[src/rtl/control_sequencer.sv]
// Hardwired Mini SRC control unit: Moore FSM that fetches, decodes IR[31:27]
// and issues datapath strobes for the ALU-class instructions.
module control_sequencer #(
    parameter int T_MAX = 6,
    parameter int OPW   = 5
) (
    input  logic        Clock,
    input  logic        Reset,
    input  logic        Stop,
    input  logic [31:0] IR,
    output logic        PCout,
    output logic        Zlowout,
    output logic        Zhighout,
    output logic        MDRout,
    output logic        MARin,
    output logic        Zin,
    output logic        PCin,
    output logic        MDRin,
    output logic        IRin,
    output logic        Yin,
    output logic        HIin,
    output logic        LOin,
    output logic        IncPC,
    output logic        Read,
    output logic        Gra,
    output logic        Grb,
    output logic        Grc,
    output logic        Rin,
    output logic        Rout,
    output logic        AluEn,
    output logic [3:0]  AluOp,
    output logic        Run,
    output logic        Illegal
);

    typedef enum logic [3:0] {
        RESET_ST, T0, T1, T2, T3, T4, T5, T6, HALT
    } state_t;

    localparam logic [OPW-1:0] OP_ADD  = OPW'(3);
    localparam logic [OPW-1:0] OP_SUB  = OPW'(4);
    localparam logic [OPW-1:0] OP_AND  = OPW'(5);
    localparam logic [OPW-1:0] OP_OR   = OPW'(6);
    localparam logic [OPW-1:0] OP_ROR  = OPW'(7);
    localparam logic [OPW-1:0] OP_ROL  = OPW'(8);
    localparam logic [OPW-1:0] OP_SHR  = OPW'(9);
    localparam logic [OPW-1:0] OP_SHRA = OPW'(10);
    localparam logic [OPW-1:0] OP_SHL  = OPW'(11);
    localparam logic [OPW-1:0] OP_MUL  = OPW'(15);
    localparam logic [OPW-1:0] OP_DIV  = OPW'(16);
    localparam logic [OPW-1:0] OP_NEG  = OPW'(17);
    localparam logic [OPW-1:0] OP_NOT  = OPW'(18);
    localparam logic [OPW-1:0] OP_NOP  = OPW'(26);
    localparam logic [OPW-1:0] OP_HALT = OPW'(27);

    state_t         present_state, next_state;
    logic [OPW-1:0] opcode;
    logic           stop_req;
    logic           is_alu, is_muldiv, is_unary, is_nop, is_halt;
    logic [3:0]     alu_code;
    logic           halt_req;
    state_t         done_state;
    logic           unused_ir;

    assign unused_ir = ^IR[31-OPW:0];

    always_ff @(posedge Clock) begin
        if (Reset) begin
            present_state <= RESET_ST;
            opcode        <= '0;
            stop_req      <= 1'b0;
        end else begin
            present_state <= next_state;
            if (present_state == T2)
                opcode <= IR[31:32-OPW];
            // Stop is remembered so a request made mid-instruction lands at its end
            if (present_state == HALT)
                stop_req <= 1'b0;
            else if (Stop)
                stop_req <= 1'b1;
        end
    end

    always_comb begin
        is_alu    = 1'b0;
        is_muldiv = 1'b0;
        is_unary  = 1'b0;
        is_nop    = 1'b0;
        is_halt   = 1'b0;
        alu_code  = 4'h0;
        case (opcode)
            OP_AND:  begin is_alu = 1'b1;    alu_code = 4'h0; end
            OP_OR:   begin is_alu = 1'b1;    alu_code = 4'h1; end
            OP_ADD:  begin is_alu = 1'b1;    alu_code = 4'h2; end
            OP_SUB:  begin is_alu = 1'b1;    alu_code = 4'h3; end
            OP_SHR:  begin is_alu = 1'b1;    alu_code = 4'h7; end
            OP_SHRA: begin is_alu = 1'b1;    alu_code = 4'h8; end
            OP_SHL:  begin is_alu = 1'b1;    alu_code = 4'h9; end
            OP_ROR:  begin is_alu = 1'b1;    alu_code = 4'hA; end
            OP_ROL:  begin is_alu = 1'b1;    alu_code = 4'hB; end
            OP_MUL:  begin is_muldiv = 1'b1; alu_code = 4'h4; end
            OP_DIV:  begin is_muldiv = 1'b1; alu_code = 4'h6; end
            OP_NEG:  begin is_unary = 1'b1;  alu_code = 4'hC; end
            OP_NOT:  begin is_unary = 1'b1;  alu_code = 4'hD; end
            OP_NOP:  is_nop  = 1'b1;
            OP_HALT: is_halt = 1'b1;
            default: ;
        endcase
    end

    assign halt_req   = Stop | stop_req;
    assign done_state = halt_req ? HALT : T0;

    always_comb begin
        next_state = present_state;
        case (present_state)
            RESET_ST: next_state = T0;
            T0:       next_state = T1;
            T1:       next_state = T2;
            T2:       next_state = T3;
            T3: begin
                if (is_halt)
                    next_state = HALT;
                else if (is_alu || is_muldiv || is_unary)
                    next_state = T4;
                else
                    next_state = done_state;
            end
            T4:       next_state = is_unary ? done_state : T5;
            T5:       next_state = (is_muldiv && T_MAX > 5) ? T6 : done_state;
            T6:       next_state = done_state;
            HALT:     next_state = HALT;
            default:  next_state = RESET_ST;
        endcase
    end

    always_comb begin
        PCout    = 1'b0;
        Zlowout  = 1'b0;
        Zhighout = 1'b0;
        MDRout   = 1'b0;
        MARin    = 1'b0;
        Zin      = 1'b0;
        PCin     = 1'b0;
        MDRin    = 1'b0;
        IRin     = 1'b0;
        Yin      = 1'b0;
        HIin     = 1'b0;
        LOin     = 1'b0;
        IncPC    = 1'b0;
        Read     = 1'b0;
        Gra      = 1'b0;
        Grb      = 1'b0;
        Grc      = 1'b0;
        Rin      = 1'b0;
        Rout     = 1'b0;
        AluEn    = 1'b0;
        AluOp    = 4'h0;
        Illegal  = 1'b0;
        Run      = (present_state != RESET_ST) && (present_state != HALT);
        case (present_state)
            T0: begin PCout = 1'b1; MARin = 1'b1; IncPC = 1'b1; Zin = 1'b1; end
            T1: begin Zlowout = 1'b1; PCin = 1'b1; Read = 1'b1; MDRin = 1'b1; end
            T2: begin MDRout = 1'b1; IRin = 1'b1; end
            T3: begin
                if (is_alu) begin
                    Grb = 1'b1; Rout = 1'b1; Yin = 1'b1;
                end else if (is_muldiv) begin
                    Gra = 1'b1; Rout = 1'b1; Yin = 1'b1;
                end else if (is_unary) begin
                    Grb = 1'b1; Rout = 1'b1; AluEn = 1'b1; AluOp = alu_code; Zin = 1'b1;
                end else if (!is_nop && !is_halt) begin
                    Illegal = 1'b1;
                end
            end
            T4: begin
                if (is_alu) begin
                    Grc = 1'b1; Rout = 1'b1; AluEn = 1'b1; AluOp = alu_code; Zin = 1'b1;
                end else if (is_muldiv) begin
                    Grb = 1'b1; Rout = 1'b1; AluEn = 1'b1; AluOp = alu_code; Zin = 1'b1;
                end else if (is_unary) begin
                    Zlowout = 1'b1; Gra = 1'b1; Rin = 1'b1;
                end
            end
            T5: begin
                if (is_alu) begin
                    Zlowout = 1'b1; Gra = 1'b1; Rin = 1'b1;
                end else if (is_muldiv) begin
                    Zlowout = 1'b1; LOin = 1'b1;
                end
            end
            T6: begin
                if (is_muldiv) begin
                    Zhighout = 1'b1; HIin = 1'b1;
                end
            end
            default: ;
        endcase
    end

endmodule

[config.mk]
export PLATFORM = sky130hd
export DESIGN_NAME = control_sequencer
export DESIGN_NICKNAME = d
export VERILOG_FILES = /design/src/rtl/control_sequencer.sv
export SDC_FILE = /design/constraint.sdc
export NUM_CORES = 1
export LEC_CHECK = 0
export BUFFER_PORTS_ARGS = -buffer_cell sky130_fd_sc_hd__buf_2
export CAP_MARGIN = 20
export CORE_MARGIN = 10
export CORE_UTILIZATION = 46
export CTS_CLUSTER_SIZE = 8
export DETAILED_ROUTE_END_ITERATION = 8
export PLACE_DENSITY = 0.84
export SYNTH_ARGS = -nofsm -noshare
export SYNTH_HDL_FRONTEND = slang
export SYNTH_SLANG_ARGS = --single-unit
export TNS_END_PERCENT = 20
[constraint.sdc]
create_clock -name Clock -period 3.6 [get_ports Clock]
set_input_delay 0 -clock Clock [delete_from_list [all_inputs] [get_ports Clock]]
set_output_delay 0 -clock Clock [all_outputs]
set_load 0.05 [all_outputs]
==> impl_metrics.tcl, run 1 <==
set metrics [dict create \
    slew_headroom_pct 57.3 \
    num_vias 1159 \
    syn_area_mm2 0.00101 \
    drive_gt1_share_pct 23.1 \
    final-seq-area_um2 200 \
    grt_first_pass_wirelength_um 4630 \
    cts_sinks 10 \
    leakage_nw 0.547 \
    synthToLayoutAreaGrowth_pct 17.4 \
    ir_drop_uv 195 \
    hold_viol_final 0 \
    synth_nets 183 \
    ys.flop_type "dfxtp_1" \
    tightest_slew_ps 638 \
    cts_root_buffer "clkbuf_4" \
    endpoint "AluOp[3]" \
    total_power_mw 0.330 \
    outcome "finished, final reports clean" \
    rr_worst_depth 4 \
    regToRegSetupSlack_ps 1570 \
    path_max_fanout 14 \
    crit_start "opcode[4]" \
    hp-class "input port to register" \
    io-pin-count 61 \
    drc 0 \
    cap_violations 0 \
    cts_tree "built" \
    start_kind "register" \
    cts_max_path_buffers 2 \
    die_h_um 67.0 \
    finalCritPeriodShare_pct 66.0 \
    place.gp.congestion 0.912 \
    cp.required_ps 3600 \
    grt_overflow 0 \
    avgSynthCellArea_um2 6.86 \
    placementRows 16 \
    hold_slack_ps 52.2 \
    worst_slack_ps 1220 \
    endpoint_kind "output port" \
    core_mm2 0.00202 \
    critPathArrivalTime_ps 2380 \
    antennaDiodeCount 0 \
    routed_via_density 5.80 \
    die_w_um 67.0 \
    place_ws_ps 1520 \
    max_freq_mhz 421 \
    synthCells 148 \
    routed_wirelength_um 2870 \
    multi_input_area_um2 689 \
    synth-edff-count 0 \
    grt_max_degree 18 \
    grt_setup_unrepaired "no" \
    cts_resized 0 \
    first_pass_iters 4 \
    fill_cells 192 \
    yosysWarnings 0 \
    grt_pass1_vias 1015 \
    drt_iter0_drc 86 \
    antenna_found_initial 0 \
    ant_nets 0 \
    finalSetupTns_ps 0 \
    fin_nets 210 \
    fin_skew_ps 2.44 \
    critical_path_class "register to output port" \
    insertion_delay_ps 270 \
    start_util_pct 50.2 \
    period_minus_slack_ps 2380 \
    gr-usage-all-layers_pct 12.7 \
    dieArea_mm2 0.00448 \
    dpl.hpwl_um 2210 \
    finalSetupViolations 0 \
    htreeDepth 1 \
    async_flop_share_pct 0 \
    cts-buffers-inserted 3 \
    wl_per_cell_um 14.3 \
    worstReg2RegStart "present_state[0]" \
    ys_seq_area_share_pct 19.7 \
    p_per_area_mw_per_mm2 277 \
    timing.final.max_slew_violations 0 \
    clk_pin_slew_ps 60 \
    synth_cell_types 42 \
    synth_seq_cells 10 \
    r2r-end "present_state[3]" \
    io_buffers 33 \
]
==> final cells by class <==
| class | count | area share, % |
|---|---|---|
| multi-input cells | 114 | 57.9 |
| flip-flops and latches | 10 | 16.8 |
| repair buffers | 38 | 18.1 |
| well taps | 27 | 2.84 |
| clock buffers | 3 | 1.89 |
| inverters | 8 | 2.52 |
==> critical path, stage by stage, from the launching register on <==
cell     delay, ps
dfxtp_1        560
or4b_2         630
a21oi_1        180
nor2_1          90
a21o_1         250
a21oi_1        130
buf_2          270
==> flip-flops by register name, indices dropped and copies added (netlist names) <==
signal	flops
opcode	5
stop_req	1
present_state	4
==> cell usage after synthesis (2+ instances only) <==
master    count  area, um^2
nor2b_1       4        25.0
nor3_1       12        60.1
nor2_1       19        71.3
nand2_1      10        37.5
inv_1         8        30.0
or3_1         2        12.5
a21oi_1      11        55.1
xor2_1        2        17.5
a211o_1       3        26.3
mux2i_1       5        50.1
nand3_1       2        10.0
a21o_1        3        22.5
a311oi_1      2        17.5
clkbuf_1      4        15.0
nand2b_1      8        50.1
buf_4         6        45.0
o21ai_0       9        45.0
dfxtp_1      10         200
buf_2         4        20.0
o22ai_1       2        12.5
==> timing repair <==
action / CTS / global route
setup buffers: 0 / 0
hold buffers: 5 / 0
hold endpoints to repair: 5 / 0
==> cell usage in the layout (no fill, tap or decap), types with 8 or more instances in the layout <==
cell,count
o21ai_0,9
nand2b_1,8
buf_2,33
nor2_1,19
nand2_1,10
nor3_1,12
a21oi_1,11
dfxtp_1,10
inv_1,8
==> stage by stage <==
step,cells,utilization (%),area [um^2]
after global placement,192,55.3,1120
after CTS,200,58.9,1190
after detailed placement,192,55.3,1120
final,200,58.9,1190
after global routing,200,58.9,1190
after floorplan,148,-,1010
==> power by group <==
group | total [mW] | internal, mW | leakage [nW] | switching [mW]
logic | 0.123 | 0.0372 | 0.451 | 0.0860
registers | 0.132 | 0.116 | 0.0816 | 0.0153
clock network | 0.0755 | 0.0386 | 0.0138 | 0.0369
total | 0.330 | 0.192 | 0.547 | 0.138
==> metal layers <==
layer  share of wire [%]  global-route usage, %  wire, um
met3                  11                   2.51       327
met5                   0                      0         0
met4                 3.2                   8.46        91
met2                  45                   19.5      1280
met1                  41                   15.5      1170
==> worst min path at each step <==
stage / to / depth (start not counted) / startpoint
6_report: opcode[3] / 2 / Reset
5_1_grt: opcode[4] / 2 / Reset
4_1_cts: opcode[4] / 2 / Reset
3_5_place_dp: opcode[1] / 3 / IR[28]
3_3_place_gp: opcode[4] / 3 / IR[31]
2_1_floorplan: opcode[0] / 2 / IR[27]
==> cell families (layout without fill, tap and decap cells) <==
| group | after synthesis | after routing | synth area share, % |
|---|---|---|---|
| and+or+nand+nor | 65 | 65 | 32.8 |
| xor gates and xnor gates | 3 | 3 | 2.59 |
| muxes | 5 | 5 | 4.93 |
| DFF | 10 | 10 | 19.7 |
| buffers and inverters | 24 | 49 | 12.3 |
| AOI/OAI and AO/OA | 41 | 41 | 27.6 |
Power figures use the tool's default switching activity.
==> run 2, diff against run 1 <==
- CORE_UTILIZATION: 46 -> 39
- PLACE_DENSITY: 0.84 -> 0.76
- clock period: 3.6 -> 2.1 ns (I/O delays scaled with it)
==> run 2 against run 1 <==
- non-clock buffer count is 9 higher
- final cell count is 6.0% higher
- critical path depth is the same
- via count grew 3.3%
- clock skew is 3.8 ps higher
- sequential share of layout area shrank 1.6 points
- largest power group is now combinational cells
==> impl_metrics.tcl, run 2 (same netlist as run 1, synthesis figures left out) <==
set metrics [dict create \
    outcome "finished, final reports clean" \
    cts_tree "built" \
    reg_top3 "opcode (5), present_state (4), stop_req (1)" \
    cap_violations 0 \
    clk_pin_slew_ps 60 \
    cts_sinks 10 \
    cts_max_path_buffers 2 \
    fill_cells 258 \
    grt_first_pass_wirelength_um 5230 \
    timing.final.max_slew_violations 0 \
    dpl.hpwl_um 2410 \
    insertion_delay_ps 260 \
    top_register "opcode" \
    synthToLayoutAreaGrowth_pct 30.6 \
    finalCritPeriodShare_pct 94.2 \
    io-pin-count 61 \
    max_freq_mhz 506 \
    p_per_area_mw_per_mm2 441 \
    path_max_fanout 14 \
    seq_power_share_pct 36.5 \
    p_clk_share_pct 21.5 \
    ant_nets 0 \
    total_power_mw 0.585 \
    endpoint_kind "output port" \
    multi_input_area_um2 727 \
    internal-power_mw 0.344 \
    fin_util_pct 53.5 \
    num_vias 1197 \
    wl_per_cell_um 15.2 \
    switchingPower_mw 0.241 \
    period_minus_slack_ps 1980 \
    cts-buffers-inserted 3 \
    critPathArrivalTime_ps 1980 \
    io_buffers 33 \
    start_kind "register" \
    routed_via_density 5.65 \
    die_w_um 71.0 \
    stdcell_count 212 \
    antenna_found_initial 0 \
    hp-class "input port to register" \
    hold_slack_ps 8.13 \
    cp.required_ps 2100 \
    drt_iter0_drc 93 \
    htreeDepth 1 \
    drc 0 \
    place.gp.congestion 0.941 \
    first_pass_iters 4 \
    combPwrFrac_pct 42.0 \
    fin_skew_ps 6.27 \
    hold_viol_final 0 \
    critical_path_class "register to output port" \
    grt_max_degree 17 \
    largest_register_ffs 5 \
    antennaDiodeCount 0 \
    core_mm2 0.00248 \
    tightest_slew_ps 658 \
    grt_setup_unrepaired "no" \
    ir_drop_uv 288 \
    grt_overflow 0 \
    fin_nets 219 \
    dieArea_mm2 0.00504 \
    grt_pass1_vias 1098 \
    finalSetupViolations 0 \
    start_util_pct 41.0 \
    gr-usage-all-layers_pct 11.9 \
    slew_headroom_pct 55.6 \
    final-seq-area_um2 201 \
    p_sw_share_pct 41.3 \
    leakage_nw 0.605 \
    routed_wirelength_um 3220 \
    drive_gt1_share_pct 32.4 \
    final_common_cell "buf_2" \
    placementRows 18 \
    cts_root_buffer "clkbuf_4" \
    dp.cells 205 \
    die_h_um 71.0 \
    layout_common_cells "27 x buf_2, 17 x nor2_1, 11 x nor3_1" \
]
-- run 2: changes by cell type in the layout (fill, tap and decap cells not counted), moves of 3 or more --
cell and change:
clkbuf_4 +3, buf_2 -6, buf_6 +3, buf_4 +10
-- run 2: worst max-delay path, cell delays in order, from the launching register on --
cell	delay (ps)
dfxtp_2	400
nand2b_1	220
or4_4	510
o22ai_1	160
nand2_1	100
o21ai_0	100
buf_4	230
-- run 2: worst paths after layout --
check	slack (ps)	endpoint	cells past startpoint	startpoint
hold / removal	8	opcode[0]	3	IR[27]
hold reg to reg	620	present_state[2]	2	present_state[2]
setup / recovery	120	Gra	6	opcode[2]
setup reg to reg	320	present_state[3]	4	opcode[2]
-- run 2: metal layers --
layer	global-route usage, %	share of wire (%)	up-vias
met3	3.21	9.4	4
li1	-	-	590
met4	6.45	1.5	0
met2	18.8	47	55
met5	0	0	-
met1	14.3	42	548
-- run 2: power by group through the flow --
| stage | registers, mW | clock network (mW) | logic, mW |
|---|---|---|---|
| final | 0.214 | 0.126 | 0.246 |
| after global routing | 0.215 | 0.134 | 0.265 |
| after CTS | 0.212 | 0.130 | 0.240 |
| after detailed placement | 0.216 | 0 | 0.233 |
| after global placement | 0.216 | 0 | 0.231 |
| after floorplan | 0.209 | 0 | 0.195 |
-- run 2: area by class of cell --
class                           count  share of cell area (%)
Clock buffer                        3                    1.70
Inverter                            8                    2.27
Multi-Input combinational cell    114                    54.9
Sequential cell                    10                    15.2
Tap cell                           30                    2.83
Timing Repair Buffer               47                    23.1
-- run 2: what timing repair did --
action                                  4_1_cts  5_1_grt
hold buffers                                  4        0
pin swaps                                     1        2
resized for setup                             3       16
endpoints found under the setup margin        3       10
setup buffers                                 0        0
hold endpoints to repair                      4        0
-- run 2: metrics by stage --
stage	worst slack (ps)	setup TNS (ps)	cell area, um^2
after floorplan	-367	-1390	1020
after global placement	234	0	1200
after detailed placement	226	0	1200
after CTS	0.330	0	1280
after global routing	22.4	0	1330
final	123	0	1330
